[config.mk]
export PLATFORM = sky130hd
export DESIGN_NAME = ptp_slave_xchg_flat
export DESIGN_NICKNAME = d
export VERILOG_FILES = /design/src/rtl/ptp_slave_xchg_if.sv /design/src/rtl/ptp_slave_xchg.sv /design/src/flat_wrapper.sv
export SDC_FILE = /design/constraint.sdc
export NUM_CORES = 1
export LEC_CHECK = 0
export CAP_MARGIN = 20
export CORE_AREA = 2 2 150 152
export CTS_BUF_LIST = sky130_fd_sc_hd__clkbuf_16
export DETAILED_ROUTE_END_ITERATION = 8
export DIE_AREA = 0 0 152 154
export DONT_BUFFER_PORTS = 1
export PLACE_DENSITY_LB_ADDON = 0.3
export SETUP_SLACK_MARGIN = 0.4
export SLEW_MARGIN = 0
export SYNTH_ARGS = -nofsm -noshare
export SYNTH_HDL_FRONTEND = slang
export SYNTH_SLANG_ARGS = --single-unit
[constraint.sdc]
create_clock -name clk -period 2.4 [get_ports clk]
set_clock_uncertainty 0.15 [all_clocks]
set_input_delay 0.24 -clock clk [delete_from_list [all_inputs] [get_ports clk]]
set_output_delay 0.24 -clock clk [all_outputs]
set_load 0.01 [all_outputs]
[src/rtl/ptp_slave_xchg_if.sv]
// Event/strobe bundle between the PTP packet parser, the slave exchange
// sequencer and the offset block. master = event source side, slave = sequencer.
interface ptp_slave_xchg_if;
    logic        m_or_s;
    logic        sync_rx;
    logic [47:0] sync_ts;
    logic [15:0] sync_seq;
    logic        dreq_tx_done;
    logic [47:0] dreq_tx_ts;
    logic        dresp_rx;
    logic [47:0] dresp_ts;
    logic [15:0] dresp_seq;

    logic        send_delay_req;
    logic [15:0] dreq_seq;
    logic        ts_2_record;
    logic        ts_1_valid;
    logic [47:0] ts_1;
    logic        ts_3_valid;
    logic [47:0] ts_3;
    logic        ts_4_valid;
    logic [47:0] ts_4;
    logic        status_ok;
    logic        timeout;
    logic        bad_ts;
    logic [31:0] xchg_cnt;

    modport master (
        output m_or_s, sync_rx, sync_ts, sync_seq, dreq_tx_done, dreq_tx_ts,
               dresp_rx, dresp_ts, dresp_seq,
        input  send_delay_req, dreq_seq, ts_2_record, ts_1_valid, ts_1,
               ts_3_valid, ts_3, ts_4_valid, ts_4, status_ok, timeout, bad_ts, xchg_cnt
    );

    modport slave (
        input  m_or_s, sync_rx, sync_ts, sync_seq, dreq_tx_done, dreq_tx_ts,
               dresp_rx, dresp_ts, dresp_seq,
        output send_delay_req, dreq_seq, ts_2_record, ts_1_valid, ts_1,
               ts_3_valid, ts_3, ts_4_valid, ts_4, status_ok, timeout, bad_ts, xchg_cnt
    );
endinterface

[src/rtl/ptp_slave_xchg.sv]
// Slave-side PTP Sync / Delay_Req / Delay_Resp sequencer producing t1..t4 strobes.
// Define PTP_SEQ_CHECK_EN to accept Delay_Resp only when its sequenceId matches.
module ptp_slave_xchg #(
    parameter int TIMEOUT_CYC = 125000,
    parameter int CYC_MAX     = 124999,
    parameter int OK_GAP      = 2
) (
    input  logic             clk,
    input  logic             reset,
    ptp_slave_xchg_if.slave  io_xchg
);
    localparam int CNT_TOP = (TIMEOUT_CYC > OK_GAP) ? TIMEOUT_CYC : OK_GAP;
    localparam int CNT_W   = $clog2(CNT_TOP + 1);
    localparam logic [16:0]      CYC_LIM  = 17'(CYC_MAX);
    localparam logic [CNT_W-1:0] TO_LAST  = CNT_W'(TIMEOUT_CYC - 1);
    localparam logic [CNT_W-1:0] GAP_LAST = CNT_W'(OK_GAP - 1);

    typedef enum logic [2:0] {S_IDLE, S_REQ, S_WAIT_TX, S_WAIT_RESP, S_GAP} state_t;

    state_t           r_state, w_state;
    logic [CNT_W-1:0] r_cnt, w_cnt;
    logic             r_send, w_send, r_ts2, w_ts2, r_ts1v, w_ts1v;
    logic             r_ts3v, w_ts3v, r_ts4v, w_ts4v;
    logic             r_ok, w_ok, r_to, w_to, r_bad, w_bad;
    logic [15:0]      r_dreq_seq, w_dreq_seq;
    logic [47:0]      r_ts1, w_ts1, r_ts3, w_ts3, r_ts4, w_ts4;
    logic [31:0]      r_xcnt, w_xcnt;

    logic w_sync_ok, w_tx_ok, w_rx_ok, w_seq_ok, w_expired;

    assign w_sync_ok = io_xchg.sync_ts[16:0]    <= CYC_LIM;
    assign w_tx_ok   = io_xchg.dreq_tx_ts[16:0] <= CYC_LIM;
    assign w_rx_ok   = io_xchg.dresp_ts[16:0]   <= CYC_LIM;
    assign w_expired = r_cnt == TO_LAST;
`ifdef PTP_SEQ_CHECK_EN
    assign w_seq_ok  = io_xchg.dresp_seq == r_dreq_seq;
`else
    assign w_seq_ok  = 1'b1;
`endif

    // NOTE: every signal driven here gets a default first, so no path infers a latch.
    always_comb begin
        w_state    = r_state;
        w_send     = 1'b0;
        w_ts2      = 1'b0;
        w_ts1v     = 1'b0;
        w_ts3v     = 1'b0;
        w_ts4v     = 1'b0;
        w_ok       = 1'b0;
        w_to       = 1'b0;
        w_bad      = 1'b0;
        w_ts1      = r_ts1;
        w_ts3      = r_ts3;
        w_ts4      = r_ts4;
        w_dreq_seq = r_dreq_seq;
        w_xcnt     = r_xcnt;

        if (io_xchg.m_or_s) begin
            w_state = S_IDLE;
        end else if (io_xchg.sync_rx && w_sync_ok) begin
            // A good Sync restarts the exchange from any state and beats a coincident timeout.
            w_ts2      = 1'b1;
            w_ts1v     = 1'b1;
            w_ts1      = io_xchg.sync_ts;
            w_dreq_seq = io_xchg.sync_seq;
            w_state    = S_REQ;
        end else begin
            w_bad = io_xchg.sync_rx;
            case (r_state)
                S_REQ: begin
                    w_send  = 1'b1;
                    w_state = S_WAIT_TX;
                end
                S_WAIT_TX: begin
                    if (io_xchg.dreq_tx_done && w_tx_ok) begin
                        w_ts3v  = 1'b1;
                        w_ts3   = io_xchg.dreq_tx_ts;
                        w_state = S_WAIT_RESP;
                    end else begin
                        if (io_xchg.dreq_tx_done) w_bad = 1'b1;
                        if (w_expired) begin
                            w_to    = 1'b1;
                            w_state = S_IDLE;
                        end
                    end
                end
                S_WAIT_RESP: begin
                    if (io_xchg.dresp_rx && w_rx_ok && w_seq_ok) begin
                        w_ts4v  = 1'b1;
                        w_ts4   = io_xchg.dresp_ts;
                        w_state = S_GAP;
                    end else begin
                        if (io_xchg.dresp_rx && !w_rx_ok) w_bad = 1'b1;
                        if (w_expired) begin
                            w_to    = 1'b1;
                            w_state = S_IDLE;
                        end
                    end
                end
                S_GAP: begin
                    if (r_cnt == GAP_LAST) begin
                        w_ok    = 1'b1;
                        w_xcnt  = r_xcnt + 32'd1;
                        w_state = S_IDLE;
                    end
                end
                default: ;
            endcase
        end

        // Every counted state is entered from a different state, so a state change clears it.
        w_cnt = (w_state != r_state || r_state == S_IDLE) ? '0 : r_cnt + CNT_W'(1);
    end

    // NOTE: sequential state uses non-blocking assignments so all registers update together.
    always_ff @(posedge clk or negedge reset) begin
        if (!reset) begin
            r_state    <= S_IDLE;
            r_cnt      <= '0;
            r_send     <= 1'b0;
            r_ts2      <= 1'b0;
            r_ts1v     <= 1'b0;
            r_ts3v     <= 1'b0;
            r_ts4v     <= 1'b0;
            r_ok       <= 1'b0;
            r_to       <= 1'b0;
            r_bad      <= 1'b0;
            r_dreq_seq <= '0;
            r_ts1      <= '0;
            r_ts3      <= '0;
            r_ts4      <= '0;
            r_xcnt     <= '0;
        end else begin
            r_state    <= w_state;
            r_cnt      <= w_cnt;
            r_send     <= w_send;
            r_ts2      <= w_ts2;
            r_ts1v     <= w_ts1v;
            r_ts3v     <= w_ts3v;
            r_ts4v     <= w_ts4v;
            r_ok       <= w_ok;
            r_to       <= w_to;
            r_bad      <= w_bad;
            r_dreq_seq <= w_dreq_seq;
            r_ts1      <= w_ts1;
            r_ts3      <= w_ts3;
            r_ts4      <= w_ts4;
            r_xcnt     <= w_xcnt;
        end
    end

    assign io_xchg.send_delay_req = r_send;
    assign io_xchg.dreq_seq       = r_dreq_seq;
    assign io_xchg.ts_2_record    = r_ts2;
    assign io_xchg.ts_1_valid     = r_ts1v;
    assign io_xchg.ts_1           = r_ts1;
    assign io_xchg.ts_3_valid     = r_ts3v;
    assign io_xchg.ts_3           = r_ts3;
    assign io_xchg.ts_4_valid     = r_ts4v;
    assign io_xchg.ts_4           = r_ts4;
    assign io_xchg.status_ok      = r_ok;
    assign io_xchg.timeout        = r_to;
    assign io_xchg.bad_ts         = r_bad;
    assign io_xchg.xchg_cnt       = r_xcnt;
endmodule
[src/flat_wrapper.sv]
// flat-port wrapper written by rule: the top's interface ports become plain ports
module ptp_slave_xchg_flat 
#(
    parameter int TIMEOUT_CYC = 125000,
    parameter int CYC_MAX     = 124999,
    parameter int OK_GAP      = 2
)
  (clk, reset, io_xchg_m_or_s, io_xchg_sync_rx, io_xchg_sync_ts, io_xchg_sync_seq, io_xchg_dreq_tx_done, io_xchg_dreq_tx_ts, io_xchg_dresp_rx, io_xchg_dresp_ts, io_xchg_dresp_seq, io_xchg_send_delay_req, io_xchg_dreq_seq, io_xchg_ts_2_record, io_xchg_ts_1_valid, io_xchg_ts_1, io_xchg_ts_3_valid, io_xchg_ts_3, io_xchg_ts_4_valid, io_xchg_ts_4, io_xchg_status_ok, io_xchg_timeout, io_xchg_bad_ts, io_xchg_xchg_cnt);
  ptp_slave_xchg_if io_xchg_i ();
  input  logic clk;
  input  logic reset;
  input wire logic [$bits(io_xchg_i.m_or_s)-1:0] io_xchg_m_or_s;
  input wire logic [$bits(io_xchg_i.sync_rx)-1:0] io_xchg_sync_rx;
  input wire logic [$bits(io_xchg_i.sync_ts)-1:0] io_xchg_sync_ts;
  input wire logic [$bits(io_xchg_i.sync_seq)-1:0] io_xchg_sync_seq;
  input wire logic [$bits(io_xchg_i.dreq_tx_done)-1:0] io_xchg_dreq_tx_done;
  input wire logic [$bits(io_xchg_i.dreq_tx_ts)-1:0] io_xchg_dreq_tx_ts;
  input wire logic [$bits(io_xchg_i.dresp_rx)-1:0] io_xchg_dresp_rx;
  input wire logic [$bits(io_xchg_i.dresp_ts)-1:0] io_xchg_dresp_ts;
  input wire logic [$bits(io_xchg_i.dresp_seq)-1:0] io_xchg_dresp_seq;
  output wire logic [$bits(io_xchg_i.send_delay_req)-1:0] io_xchg_send_delay_req;
  output wire logic [$bits(io_xchg_i.dreq_seq)-1:0] io_xchg_dreq_seq;
  output wire logic [$bits(io_xchg_i.ts_2_record)-1:0] io_xchg_ts_2_record;
  output wire logic [$bits(io_xchg_i.ts_1_valid)-1:0] io_xchg_ts_1_valid;
  output wire logic [$bits(io_xchg_i.ts_1)-1:0] io_xchg_ts_1;
  output wire logic [$bits(io_xchg_i.ts_3_valid)-1:0] io_xchg_ts_3_valid;
  output wire logic [$bits(io_xchg_i.ts_3)-1:0] io_xchg_ts_3;
  output wire logic [$bits(io_xchg_i.ts_4_valid)-1:0] io_xchg_ts_4_valid;
  output wire logic [$bits(io_xchg_i.ts_4)-1:0] io_xchg_ts_4;
  output wire logic [$bits(io_xchg_i.status_ok)-1:0] io_xchg_status_ok;
  output wire logic [$bits(io_xchg_i.timeout)-1:0] io_xchg_timeout;
  output wire logic [$bits(io_xchg_i.bad_ts)-1:0] io_xchg_bad_ts;
  output wire logic [$bits(io_xchg_i.xchg_cnt)-1:0] io_xchg_xchg_cnt;
  assign io_xchg_i.m_or_s = io_xchg_m_or_s;
  assign io_xchg_i.sync_rx = io_xchg_sync_rx;
  assign io_xchg_i.sync_ts = io_xchg_sync_ts;
  assign io_xchg_i.sync_seq = io_xchg_sync_seq;
  assign io_xchg_i.dreq_tx_done = io_xchg_dreq_tx_done;
  assign io_xchg_i.dreq_tx_ts = io_xchg_dreq_tx_ts;
  assign io_xchg_i.dresp_rx = io_xchg_dresp_rx;
  assign io_xchg_i.dresp_ts = io_xchg_dresp_ts;
  assign io_xchg_i.dresp_seq = io_xchg_dresp_seq;
  assign io_xchg_send_delay_req = io_xchg_i.send_delay_req;
  assign io_xchg_dreq_seq = io_xchg_i.dreq_seq;
  assign io_xchg_ts_2_record = io_xchg_i.ts_2_record;
  assign io_xchg_ts_1_valid = io_xchg_i.ts_1_valid;
  assign io_xchg_ts_1 = io_xchg_i.ts_1;
  assign io_xchg_ts_3_valid = io_xchg_i.ts_3_valid;
  assign io_xchg_ts_3 = io_xchg_i.ts_3;
  assign io_xchg_ts_4_valid = io_xchg_i.ts_4_valid;
  assign io_xchg_ts_4 = io_xchg_i.ts_4;
  assign io_xchg_status_ok = io_xchg_i.status_ok;
  assign io_xchg_timeout = io_xchg_i.timeout;
  assign io_xchg_bad_ts = io_xchg_i.bad_ts;
  assign io_xchg_xchg_cnt = io_xchg_i.xchg_cnt;
  ptp_slave_xchg #(.TIMEOUT_CYC(TIMEOUT_CYC), .CYC_MAX(CYC_MAX), .OK_GAP(OK_GAP)) u_core (.clk(clk), .reset(reset), .io_xchg(io_xchg_i));
endmodule
== Word-level counts from Yosys, hierarchy flattened ==
Cells that the tools add are included.
Word-level totals
  register bits: 219
  bits of input ports: 182
  logic and storage cells: 77
Cells by class
  $add $sub $neg: 2
  $lt $le $gt $ge: 3
  equality and inequality tests: 7
  muxes and demuxes: 38
  bitwise logic cells: 2
  reductions and logical operators: 11
Operators with widths (number)
  $le 17x17->1 const B: 3
  $add 32x1->32 const B: 1
  $mux 1: 28
  $mux 3: 6
  $add 17x1->17 const B: 1
  $eq 17x1->1 const B: 1
  $eq 17x17->1 const B: 1
  $mux 17: 1
  $pmux 3 s4: 1
  $reduce_and 4->1: 3
  $eq 3x2->1 const B: 2
  $logic_and 1x1->1: 4
  $pmux 1 s2: 2
  $eq 3x1->1 const B: 1
  $eq 3x3->1 const B: 1
  $logic_not 3->1: 1
  $ne 3x3->1: 1
  $not 1->1: 2
  $reduce_and 2->1: 1
  $logic_not 1->1: 1
  $logic_or 1x1->1: 1

== Logic depth before layout (Yosys ltp) ==
Gate-level depths: netlist of the first run.
  word-level depth: 9
  depth in mapped cells: 9

== Worst setup path after synthesis of the first run ==
No wires, ideal clock.
  kind: reg2reg
  from: register u_core.r_cnt[3]
  to: register u_core.r_cnt[15]
  data arrival time: 1810 ps
  setup slack: 321 ps
  cell stages (with the launch flop): 8
  clock period less this slack: 2079 ps
  path through: dfrtp_1 -> nor4_2 -> nand2_1 -> nor4_4 -> a211oi_1 -> o22ai_2 -> buf_6 -> nor2_1
Between the ends
  longest elaborated chain between the ends: 9
Ends and longest elaborated chain
  start, declared: line ptp_slave_xchg.sv:21  | logic [CNT_W-1:0] r_cnt, w_cnt;
  start signal, assigned: line ptp_slave_xchg.sv:135  | r_cnt <= w_cnt;
  $eq 17x17->1: line ptp_slave_xchg.sv:34  | assign w_expired = r_cnt == TO_LAST;
  $mux 3: line ptp_slave_xchg.sv:81, ptp_slave_xchg.sv:94
  $mux 3, on equally long branches: line ptp_slave_xchg.sv:88, ptp_slave_xchg.sv:75
  $pmux 3 s4: line ptp_slave_xchg.sv:69  | case (r_state)
  $mux 3: line ptp_slave_xchg.sv:60  | end else if (io_xchg.sync_rx && w_sync_ok) begin
  $mux 3: line ptp_slave_xchg.sv:58  | if (io_xchg.m_or_s) begin
  $ne 3x3->1: line ptp_slave_xchg.sv:112  | w_cnt = (w_state != r_state || r_state == S_IDLE) ? '0 : r_cnt + CNT_W'(1);
  $logic_or 1x1->1: line ptp_slave_xchg.sv:112
  $mux 17 *: line ptp_slave_xchg.sv:112
  via u_core.w_cnt[15]: line ptp_slave_xchg.sv:21
Mark *: on every way through the listed nets, which the timed path passes. The rest lies on a longest branch.
A chain may end at the register's enable or synchronous reset.

== Final worst setup path of the first run ==
  from: register u_core.r_cnt[5]
  to: register u_core.r_cnt[8]
The elaborated chain is that of the path after synthesis.

==> reports/summary.txt, run 1 <==
========================================================================================================
Result of the run                                                                           finished, violations left
Violated checks                                                                             negative hold slack
Net count reported at finish                                                                        1022
TritonCTS buffer count                                                                                23
Standby leakage power                                                                           5.535 nW
Flip-flop and latch count after synthesis                                                            219
Largest family of logic cells by synthesized area                                           multiplexers
Global-route wire length before repair                                                          34150 um
WS Path Type                                                                                     reg2reg
Initial Util                                                                                      41.24%
List of most frequent post-synthesis cells                                                  sky130_fd_sc_hd__dfrtp_1, sky130_fd_sc_hd__mux2_2, sky130_fd_sc_hd__xnor2_1
Clock Root Buffer                                                                           sky130_fd_sc_hd__clkbuf_16
Crit path largest cell delay                                                                     0.44 ns
Initial antenna violation count                                                                        0
Number of buffer and inverter instances along the worst setup path                                     2
Drt total wl                                                                                    21860 um
Distinct cell type count after synthesis                                                              45
Post-DP Area                                                                                    9355 um2
Die Y                                                                                             154 um
Compound-Gate Fraction of Synth Area                                                              2.434%
CP dominant cell by count                                                                   sky130_fd_sc_hd__nor4_4
Post-route worst setup slack                                                                   0.3384 ns
Maximum capacitance violations                                                                         0
Worst min-delay path category                                                                   in2async
Overall global routing resource usage                                                             17.89%
Cell type with the largest total area after synthesis                                       sky130_fd_sc_hd__dfrtp_1
Number of global-route vias before repair                                                           6322
Iteration-0 DRC Markers                                                                              276
Post-synthesis mux area share                                                                     20.02%
Maximum number of pins on one net before global-route repair                                         220
RSZ-0062 raised after global routing                                                                true
Post-synthesis area per instance                                                               14.15 um2
Design Power                                                                                    8.637 mW
Vias after detailed routing                                                                         5833
HPWL after DPL                                                                                  13710 um
Total nets after synthesis                                                                           817
Dominant register cell in the synthesized netlist                                           sky130_fd_sc_hd__dfrtp_1
Clock tree from TritonCTS                                                                            yes
Synth Instances                                                                                      632
Floorplan core area                                                                            21690 um2
Area enclosed by the die boundary                                                              23410 um2
Utilization after layout                                                                          56.27%
Maximum clock insertion buffer count                                                                   3
Tightest Pin Transition                                                                        0.5907 ns
Post-route cell area                                                                           12200 um2
Via density per instance                                                                           5.148
Max-slew violation total from the final report                                                         0
Post-synthesis adder-cell area fraction                                                          0.4197%
Worst-skew pair later-pin latency                                                                0.52 ns
Async set-or-reset flop fraction in the synthesized netlist                                       100.0%
Average routed wire per standard cell                                                           19.29 um
# hold bufs at CTS                                                                                   164
Fraction of final layout cells sized beyond drive strength 1                                      34.23%
Number of detailed-routing iterations run before antenna repair                                        4
Post-synthesis sequential area ratio                                                              61.28%
Family of cells with the greatest summed delay on the critical path                         simple AND/OR/NAND/NOR gates
Number of nets with antenna violations after routing                                                   0
Post-CTS clock slew at the launch and capture registers of the worst setup and hold paths        0.06 ns
Relative area change from synthesis to final layout                                               36.44%
Cell type of the slowest stage on the worst timing path                                     sky130_fd_sc_hd__dfrtp_2
Worst slack at placement                                                                     -0.03419 ns
Port buffer count                                                                                      0
Shortest clock period the worst path allows after layout                                        2.062 ns
Chain of cells forming the critical path                                                    nor4_4 > nand2_2 > nor4_4 > buf_4 > a211oi_2 > o22ai_4 > buf_12 > nor2_1
Hold Fails Final Rpt                                                                                 219
Maximum clock frequency                                                                        485.1 MHz
Total of endpoints with negative setup slack in the final report                                       0
Worst VDD drop                                                                               0.0004126 V
Total congestion overflow                                                                              0
Hold Worst Slack                                                                              -0.7315 ns
Ranking of synthesized cells by area                                                        sky130_fd_sc_hd__dfrtp_1, sky130_fd_sc_hd__mux2_2, sky130_fd_sc_hd__xnor2_1
CP Data Required Time                                                                            2.64 ns
Power per unit of standard cell area                                                        707.7 nW/um2
Critical-path maximum fanout                                                                          17
Clock tree sinks                                                                                     219
Setup crit end kind                                                                            flip-flop
Most common cell in the synthesized netlist                                                 sky130_fd_sc_hd__dfrtp_1
Worst setup SP type                                                                            flip-flop
Proportion of netlist area held by the largest area contributor                                   61.28%
Data arrival time of the critical path                                                           2.31 ns
EDFF count, synth                                                                                      0
Fraction of the mapped netlist area in simple logic gates                                         9.359%
Standard-cell rows                                                                                    54
Io pins                                                                                              382
Synth warnings                                                                                         0
Inserted Diodes                                                                                        0
Die Span X                                                                                        152 um
Share of the synthesized netlist area taken by xor and xnor gates                                 4.505%
Maximum level of the CTS H-tree                                                                        1
Remaining max-slew budget at the tightest pin                                                     60.62%
Residual DRC                                                                                           0
Share of the cycle needed by the critical path after routing                                      85.90%
Post-synthesis instance area                                                                    8944 um2
Final RePlAce weighted congestion                                                                 0.7944
========================================================================================================
final timing paths:
check                                start                           to  slack [ns]  cells after the start
max in group asynchronous            reset              u_core.r_cnt[7]        2.28                      0
hold reg to reg            u_core.r_cnt[0]              u_core.r_cnt[0]        0.35                      1
setup / recovery           u_core.r_cnt[5]              u_core.r_cnt[8]        0.34                      8
hold / removal                       reset  u_core.io_xchg.xchg_cnt[28]       -0.73                      0
setup reg to reg           u_core.r_cnt[5]              u_core.r_cnt[8]        0.34                      8
min in group clk            io_xchg_m_or_s    u_core.io_xchg.ts_4_valid        0.07                      4
stage by stage:
| step | TNS, ns | cells |
|---|---|---|
| floorplan | 0 | 632 |
| global placement | 0 | 905 |
| detailed placement | -0.1889 | 905 |
| CTS | 0 | 1126 |
| global route | 0 | 1133 |
| finish | 0 | 1133 |
worst reg2reg max path, cell delays in order (launching register included):
cell and delay, ns:
sky130_fd_sc_hd__dfrtp_2 0.44, sky130_fd_sc_hd__nor4_4 0.32, sky130_fd_sc_hd__nand2_2 0.13, sky130_fd_sc_hd__nor4_4 0.28, sky130_fd_sc_hd__buf_4 0.18, sky130_fd_sc_hd__a211oi_2 0.08
sky130_fd_sc_hd__o22ai_4 0.13, sky130_fd_sc_hd__buf_12 0.16, sky130_fd_sc_hd__nor2_1 0.07
per-layer routing:
metal | global-route usage (%) | share of wire [%] | vias to the layer above
met1 | 21.15 | 38 | 2886
met2 | 31.53 | 52 | 262
met3 | 5.017 | 7.2 | 44
met4 | 5.964 | 2.6 | 0
li1 | - | - | 2641
met5 | 0 | 0 | -
registers in the layout (all words and copies together) (netlist names):
signal	count
u_core.io_xchg.status_ok	1
u_core.io_xchg.ts_4_valid	1
u_core.io_xchg.ts_3_valid	1
u_core.io_xchg.ts_1	48
u_core.io_xchg.xchg_cnt	32
u_core.io_xchg.bad_ts	1
u_core.io_xchg.dreq_seq	16
u_core.io_xchg.ts_2_record	1
u_core.io_xchg.send_delay_req	1
u_core.io_xchg.ts_4	48
u_core.io_xchg.timeout	1
u_core.r_state	3
u_core.io_xchg.ts_3	48
u_core.r_cnt	17
cell usage in the layout (no fill, tap or decap), types with 15 or more instances in the layout:
cell / n
sky130_fd_sc_hd__clkbuf_16: 23
sky130_fd_sc_hd__dlygate4sd3_1: 164
sky130_fd_sc_hd__dfrtp_1: 209
sky130_fd_sc_hd__buf_4: 26
sky130_fd_sc_hd__nand3_1: 15
sky130_fd_sc_hd__nor2_1: 31
sky130_fd_sc_hd__nand2_1: 17
sky130_fd_sc_hd__mux2_2: 151
sky130_fd_sc_hd__xnor2_1: 30
final cells by class:
class                      count  area, um2
inverter                       8      30.03
clock inverter                18      146.4
tap                          280      350.3
sequential                   219       5493
clock buffer                  23      575.6
fill                        1664       9485
timing repair buffer         203       2027
multi-input combinational    382       3581
power breakdown:
group          switching, mW  internal [mW]
registers              0.461           4.06
logic                  0.221          0.495
clock network           1.43           1.97
total                   2.12           6.52
timing repair:
| action | in CTS | in global routing |
|---|---|---|
| gates resized for setup | 20 | 51 |
| endpoints found under the hold margin | 387 | 219 |
| setup endpoints to repair | 52 | 52 |
| buffers inserted | 16 | 7 |
| pin swaps | 12 | 29 |
kinds of logic after synthesis:
family	Yosys count
AOI/OAI and AO/OA	31
xor gates and xnor gates	46
adders and majority gates	3
buffers and inverters	31
DFF	219
muxes	159
and+or+nand+nor	143
(Power assumes the default switching activity.)
==> run 2: changes to the inputs <==
==> constraint.sdc (replaced) <==
create_clock -name clk -period 2.4 [get_ports clk]
set_clock_uncertainty 0.15 [all_clocks]
set_input_delay 0.48 -clock clk [delete_from_list [all_inputs] [get_ports clk]]
set_output_delay 0.48 -clock clk [all_outputs]
set_load 0.01 [all_outputs]
==> reports/summary.txt, run 2 (synthesis gave the netlist of run 1 again) <==
========================================================================================================
Result of the run                                                                           finished, violations left   unchanged
Violated checks                                                                             negative hold slack   unchanged
Sw Ratio                                                                                          24.77%   was 24.49%
Clock power share                                                                                  38.2%   was 39.4%
Fraction of final layout cells sized beyond drive strength 1                                      34.76%   was 34.23%
Worst reg-to-reg path cell count                                                                       7   was 8
Global-route wire length before repair                                                          37390 um   was 34150 um
Maximum clock insertion buffer count                                                                   3   unchanged
Die Span X                                                                                        152 um   unchanged
Drt total wl                                                                                    23920 um   was 21860 um
Maximum clock frequency                                                                        478.5 MHz   was 485.1 MHz
Clock tree from TritonCTS                                                                            yes   unchanged
Max-slew violation total from the final report                                                         0   unchanged
Post-CTS clock slew at the launch and capture registers of the worst setup and hold paths        0.06 ns   about the same
Iteration-0 DRC Markers                                                                              243   was 276
Residual DRC                                                                                           0   unchanged
Most common cell after layout, fill and taps aside                                          sky130_fd_sc_hd__dfrtp_1   unchanged
Number of detailed-routing iterations run before antenna repair                                        4   unchanged
Power per unit of standard cell area                                                        704.5 nW/um2   was 707.7 nW/um2
Via density per instance                                                                           5.253   was 5.148
Io pins                                                                                              382   unchanged
Post-route worst setup slack                                                                   0.3100 ns   was 0.3384 ns
Standby leakage power                                                                           5.440 nW   was 5.535 nW
# hold bufs at CTS                                                                                   161   was 164
Net count reported at finish                                                                        1014   was 1022
Worst-skew pair later-pin latency                                                                0.51 ns   was 0.52 ns
Die Y                                                                                             154 um   unchanged
Relative area change from synthesis to final layout                                               35.31%   was 36.44%
Worst reg2reg path endpoint                                                                 u_core.io_xchg.xchg_cnt[26]   was u_core.r_cnt[8]
Detailed-route wire length on metal 1                                                            8916 um   was 8327 um
Maximum number of pins on one net before global-route repair                                         220   unchanged
RSZ-0062 raised after global routing                                                                true   unchanged
Final RePlAce weighted congestion                                                                 0.8672   was 0.7944
DR top layer                                                                                        met4   unchanged
Inserted Diodes                                                                                        0   unchanged
Initial Util                                                                                      41.24%   unchanged
Hold Fails Final Rpt                                                                                 219   unchanged
Hold Worst Slack                                                                              -0.4743 ns   was -0.7315 ns
Number of nets with antenna violations after routing                                                   0   unchanged
Total of endpoints with negative setup slack in the final report                                       0   unchanged
Data arrival time of the critical path                                                           2.32 ns   was 2.31 ns
Critical R2R Launch                                                                         u_core.io_xchg.xchg_cnt[16]   was u_core.r_cnt[5]
Initial antenna violation count                                                                        0   unchanged
Metal3 WL                                                                                        1891 um   was 1584 um
Port buffer count                                                                                      0   unchanged
Clock tree sinks                                                                                     219   unchanged
Maximum level of the CTS H-tree                                                                        1   unchanged
Total internal power                                                                            6.413 mW   was 6.522 mW
Remaining max-slew budget at the tightest pin                                                     51.59%   was 60.62%
Shortest clock period the worst path allows after layout                                        2.090 ns   was 2.062 ns
Number of global-route vias before repair                                                           6437   was 6322
Design Power                                                                                    8.525 mW   was 8.637 mW
CP Data Required Time                                                                            2.63 ns   was 2.64 ns
Worst setup SP type                                                                            flip-flop   unchanged
Met2 WL                                                                                         12110 um   was 11370 um
Total congestion overflow                                                                              0   unchanged
Clock Root Buffer                                                                           sky130_fd_sc_hd__clkbuf_16   unchanged
Floorplan core area                                                                            21690 um2   unchanged
Critical path endpoint                                                                      u_core.io_xchg.xchg_cnt[26]   was u_core.r_cnt[8]
Vias after detailed routing                                                                         5899   was 5833
Average routed wire per standard cell                                                           21.30 um   was 19.29 um
Relative contribution of combinational cells to total power                                         8.7%   was 8.3%
HPWL after DPL                                                                                  15770 um   was 13710 um
Worst slack at placement                                                                     -0.05833 ns   was -0.03419 ns
Reg-to-reg setup timing slack                                                                    0.31 ns   was 0.34 ns
Standard-cell rows                                                                                    54   unchanged
Area enclosed by the die boundary                                                              23410 um2   unchanged
Worst min-delay path category                                                                   in2async   unchanged
Sequential power share                                                                             53.2%   was 52.3%
Critical path origin                                                                        u_core.io_xchg.xchg_cnt[16]   was u_core.r_cnt[5]
Fill count                                                                                          1718   was 1664
WS Path Type                                                                                     reg2reg   unchanged
Commonest non-fill, non-tap cells in the layout                                             sky130_fd_sc_hd__dfrtp_1, sky130_fd_sc_hd__dlygate4sd3_1, sky130_fd_sc_hd__mux2_2   unchanged
Tightest Pin Transition                                                                        0.7262 ns   was 0.5907 ns
Critical-path maximum fanout                                                                           6   was 17
Maximum capacitance violations                                                                         0   unchanged
Setup crit end kind                                                                            flip-flop   unchanged
Post-DP Area                                                                                    9503 um2   was 9355 um2
Share of the cycle needed by the critical path after routing                                      87.08%   was 85.90%
Post-route cell area                                                                           12100 um2   was 12200 um2
TritonCTS buffer count                                                                                23   unchanged
Overall global routing resource usage                                                             19.92%   was 17.89%
Net switching power of the design                                                               2.112 mW   was 2.115 mW
Worst VDD drop                                                                               0.0004930 V   was 0.0004126 V
========================================================================================================
## run 2: changes by cell type in the layout (fill, tap and decap cells not counted), sizes merged
cell	previous run	this run
bufinv	2	1
inv	14	11
clkinvlp	3	0
dlygate4sd3	164	161
clkinv	7	12
buf	39	34
## run 2: what timing repair did
item                                    in CTS  in global routing
endpoints found under the setup margin      43                 48
gates resized for setup                     23                 27
endpoints found under the hold margin      380                219
cloned                                       0                  0
buffers inserted                             3                 11
pin swaps                                   15                 17
## run 2: worst min-delay path by stage
stage,slack [ns],endpoint,start
5_1_grt,-0.50,u_core.io_xchg.timeout,reset
3_5_place_dp,0.04,u_core.io_xchg.xchg_cnt[6],reset
4_1_cts,-0.50,u_core.io_xchg.timeout,reset
2_1_floorplan,0.03,u_core.io_xchg.bad_ts,reset
3_3_place_gp,0.04,u_core.io_xchg.xchg_cnt[6],reset
6_report,-0.47,u_core.io_xchg.xchg_cnt[16],reset
## run 2: worst max-delay path, cell delays in order, from the launching register on
cell and delay [ns]:
sky130_fd_sc_hd__dfrtp_1 0.46, sky130_fd_sc_hd__and4_1 0.30, sky130_fd_sc_hd__and3_4 0.23, sky130_fd_sc_hd__nand3_4 0.10, sky130_fd_sc_hd__nor4_4 0.26, sky130_fd_sc_hd__buf_4 0.19
sky130_fd_sc_hd__nand4_1 0.13, sky130_fd_sc_hd__xnor2_1 0.15
## run 2: power by group through the flow
stage          registers, mW  clock network, mW  logic [mW]
2_1_floorplan           4.47                  0       0.437
6_report                4.53               3.25       0.738
3_3_place_gp            4.58                  0       0.479
4_1_cts                 4.53               3.36       0.730
3_5_place_dp            4.59                  0       0.508
5_1_grt                 4.56               3.52       0.798
## run 2: area by class of cell
| type | instances | area (um2) | area share (%) |
|---|---|---|---|
| Tap cell | 280 | 350.3 | 2.895 |
| Clock buffer | 23 | 575.6 | 4.756 |
| Sequential cell | 219 | 5492 | 45.38 |
| Inverter | 8 | 30.03 | 0.2481 |
| Multi-Input combinational cell | 382 | 3601 | 29.76 |
| Timing Repair Buffer | 195 | 1948 | 16.10 |
| Clock inverter | 16 | 105.1 | 0.8685 |
## run 2: per-layer routing
metal,GRT usage [%],up-vias
met2,34.45,258
li1,-,2616
met1,23.19,2961
met4,8.500,0
met3,5.750,64
met5,0,-
## run 2: stage by stage
stage | hold slack [ns] | util (%) | std cells | setup TNS (ns)
after floorplan | 0.03441 | - | 632 | 0
after global placement | 0.04123 | 43.82 | 909 | -0.1264
after detailed placement | 0.04033 | 43.82 | 909 | -0.1532
after CTS | -0.5042 | 54.90 | 1112 | 0
after global routing | -0.5020 | 55.80 | 1123 | 0
final | -0.4743 | 55.80 | 1123 | 0
==> run 3: changes to the inputs <==
CELL_PAD_IN_SITES_DETAIL_PLACEMENT = 0   (was default)
CELL_PAD_IN_SITES_GLOBAL_PLACEMENT = 1   (was default)
CORE_AREA = default   (was 2 2 150 152)
CORE_UTILIZATION = 35   (was default)
DIE_AREA = default   (was 0 0 152 154)
==> reports/summary.txt, run 3 (synthesis gave the netlist of run 1 again) <==
========================================================================================================
Result of the run                                                                           finished, violations left   unchanged
Violated checks                                                                             negative hold slack   unchanged
Area used by multi-input combinational logic                                                    3640 um2   was 3601 um2
Clock tree sinks                                                                                     219   unchanged
Iteration-0 DRC Markers                                                                              291   was 243
CP Data Required Time                                                                            2.64 ns   was 2.63 ns
Standard-cell rows                                                                                    58   was 54
Area enclosed by the die boundary                                                              26200 um2   was 23410 um2
Total of endpoints with negative setup slack in the final report                                       0   unchanged
Standby leakage power                                                                           5.524 nW   was 5.440 nW
Post-CTS clock slew at the launch and capture registers of the worst setup and hold paths        0.06 ns   about the same
Average routed wire per standard cell                                                           21.02 um   was 21.30 um
Residual DRC                                                                                           0   unchanged
Clock Root Buffer                                                                           sky130_fd_sc_hd__clkbuf_16   unchanged
RSZ-0062 raised after global routing                                                                true   unchanged
Shortest clock period the worst path allows after layout                                        2.048 ns   was 2.090 ns
Global-route wire length before repair                                                          37780 um   was 37390 um
Port buffer count                                                                                      0   unchanged
Design Power                                                                                    8.606 mW   was 8.525 mW
Share of the cycle needed by the critical path after routing                                      85.34%   was 87.08%
Number of detailed-routing iterations run before antenna repair                                        4   unchanged
Cell type of the slowest stage on the worst timing path                                     sky130_fd_sc_hd__dfrtp_1   unchanged
Overall global routing resource usage                                                             18.68%   was 19.92%
TritonCTS buffer count                                                                                24   was 23
Maximum clock frequency                                                                        488.3 MHz   was 478.5 MHz
Data arrival time of the critical path                                                           2.29 ns   was 2.32 ns
Maximum number of pins on one net before global-route repair                                         220   unchanged
Total congestion overflow                                                                              0   unchanged
Worst VDD drop                                                                               0.0005135 V   was 0.0004930 V
Utilization after layout                                                                          49.18%   was 55.80%
Initial Util                                                                                      35.62%   was 41.24%
Floorplan core area                                                                            25110 um2   was 21690 um2
Worst setup SP type                                                                            flip-flop   unchanged
Crit path largest cell delay                                                                     0.41 ns   was 0.46 ns
Number of buffer and inverter instances along the worst setup path                                     1   unchanged
WS Path Type                                                                                     reg2reg   unchanged
Maximum level of the CTS H-tree                                                                        1   unchanged
Worst-skew pair later-pin latency                                                                0.51 ns   about the same
Fill count                                                                                          2159   was 1718
Seq. cell area                                                                                  5492 um2   unchanged
Setup crit end kind                                                                            flip-flop   unchanged
Critical-path maximum fanout                                                                          17   was 6
Final RePlAce weighted congestion                                                                 0.7942   was 0.8672
Max-slew violation total from the final report                                                         0   unchanged
Via density per instance                                                                           4.928   was 5.253
Family of cells with the greatest summed delay on the critical path                         simple AND/OR/NAND/NOR gates   unchanged
Clock tree from TritonCTS                                                                            yes   unchanged
Final Non-Filler Cells                                                                              1189   was 1123
Post-DP Area                                                                                    9605 um2   was 9503 um2
Hold Worst Slack                                                                              -0.4872 ns   was -0.4743 ns
# hold bufs at CTS                                                                                   161   unchanged
Worst min-delay path category                                                                   in2async   unchanged
Remaining max-slew budget at the tightest pin                                                     69.45%   was 51.59%
Reg-to-reg setup timing slack                                                                    0.35 ns   was 0.31 ns
Relative area change from synthesis to final layout                                               38.08%   was 35.31%
Io pins                                                                                              382   unchanged
Commonest non-fill, non-tap cells in the layout                                             sky130_fd_sc_hd__dfrtp_1, sky130_fd_sc_hd__dlygate4sd3_1, sky130_fd_sc_hd__mux2_2   unchanged
Fraction of final layout cells sized beyond drive strength 1                                      35.51%   was 34.76%
Number of nets with antenna violations after routing                                                   0   unchanged
Cell Count Post-Placement                                                                            961   was 909
Chain of cells forming the critical path                                                    nor4_4 > nand2_2 > nor4_4 > a211oi_2 > o22ai_4 > buf_12 > nor2_1   was and4_1 > and3_4 > nand3_4 > nor4_4 > buf_4 > nand4_1 > xnor2_1
CP dominant cell by count                                                                   sky130_fd_sc_hd__nor4_4
Die Y                                                                                           161.9 um   was 154 um
Initial antenna violation count                                                                        3   was 0
HPWL after DPL                                                                                  16580 um   was 15770 um
Power per unit of standard cell area                                                        696.9 nW/um2   was 704.5 nW/um2
Maximum clock insertion buffer count                                                                   3   unchanged
Drt total wl                                                                                    24990 um   was 23920 um
Vias after detailed routing                                                                         5859   was 5899
Hold Fails Final Rpt                                                                                 219   unchanged
Tightest Pin Transition                                                                        0.4555 ns   was 0.7262 ns
Number of global-route vias before repair                                                           6473   was 6437
Most common cell after layout, fill and taps aside                                          sky130_fd_sc_hd__dfrtp_1   unchanged
Die Span X                                                                                      161.9 um   was 152 um
Net count reported at finish                                                                        1023   was 1014
Post-route cell area                                                                           12350 um2   was 12100 um2
Maximum capacitance violations                                                                         0   unchanged
========================================================================================================
-- run 3: cell types whose count changed in the layout (fill, tap and decap cells not counted), sizes merged --
cell / before / now
bufinv: 1 / 0
clkinv: 12 / 10
buf: 34 / 42
diode: 0 / 3
inv: 11 / 16
clkinvlp: 0 / 1
clkbuf: 23 / 25
-- run 3: cell type report --
type / instances / area share [%]
multi-input combinational: 382 / 29.47
timing repair buffer: 203 / 16.63
tap: 330 / 3.343
antenna: 3 / 0.06079
clock buffer: 25 / 5.066
clock inverter: 19 / 0.7194
inverter: 8 / 0.2432
sequential: 219 / 44.47
-- run 3: path summary, 6_finish.rpt --
kind,startpoint,to,cells past startpoint
worst min-delay path,reset,u_core.io_xchg.xchg_cnt[9],0
max in group asynchronous,reset,u_core.io_xchg.ts_3[40],0
worst min register to register,u_core.r_cnt[0],u_core.r_cnt[0],1
min in group clk,io_xchg_dresp_ts[11],u_core.io_xchg.ts_4[11],2
worst max-delay path,u_core.r_cnt[8],u_core.r_cnt[9],7
worst max register to register,u_core.r_cnt[8],u_core.r_cnt[9],7
-- run 3: worst reg2reg max path, delay by kind of cell, from the launching register on --
family,cells,cell delay (ns)
buffers and inverters,1,0.17
and+or+nand+nor,4,0.86
DFF,1,0.41
AOI/OAI and AO/OA,2,0.34
-- run 3: metrics by stage --
stage / hold slack, ns / TNS [ns] / setup WS [ns]
after floorplan: 0.03441 / 0 / 0.2861
after global placement: 0.04204 / -0.1934 / -0.008548
after detailed placement: 0.03897 / -2.000 / -0.04271
after CTS: -0.5042 / 0 / 0.3344
after global routing: -0.5161 / 0 / 0.2281
final: -0.4872 / 0 / 0.3519
-- run 3: per-layer routing --
| layer | GRT usage, % | share of wire [%] | vias to the layer above | wire length, um |
|---|---|---|---|---|
| li1 | - | - | 2648 | - |
| met1 | 19.96 | 35 | 2932 | 8848 |
| met2 | 33.71 | 53 | 236 | 13160 |
| met3 | 6.486 | 9.2 | 43 | 2302 |
| met4 | 7.033 | 2.7 | 0 | 680 |
| met5 | 0 | 0 | - | 0 |
-- run 3: where the power goes --
part | internal (mW) | total [mW] | leakage [nW] | switching [mW]
logic | 0.511 | 0.750 | 2.29 | 0.239
registers | 4.06 | 4.54 | 2.86 | 0.482
clock network | 1.88 | 3.31 | 0.379 | 1.44
total | 6.45 | 8.61 | 5.52 | 2.16
-- run 3: what timing repair did --
item / CTS / global route
hold endpoints to repair: 380 / 219
gates cloned: 0 / 0
setup endpoints to repair: 66 / 89
pin swaps: 15 / 31
buffers inserted: 14 / 6
resized for setup: 19 / 41
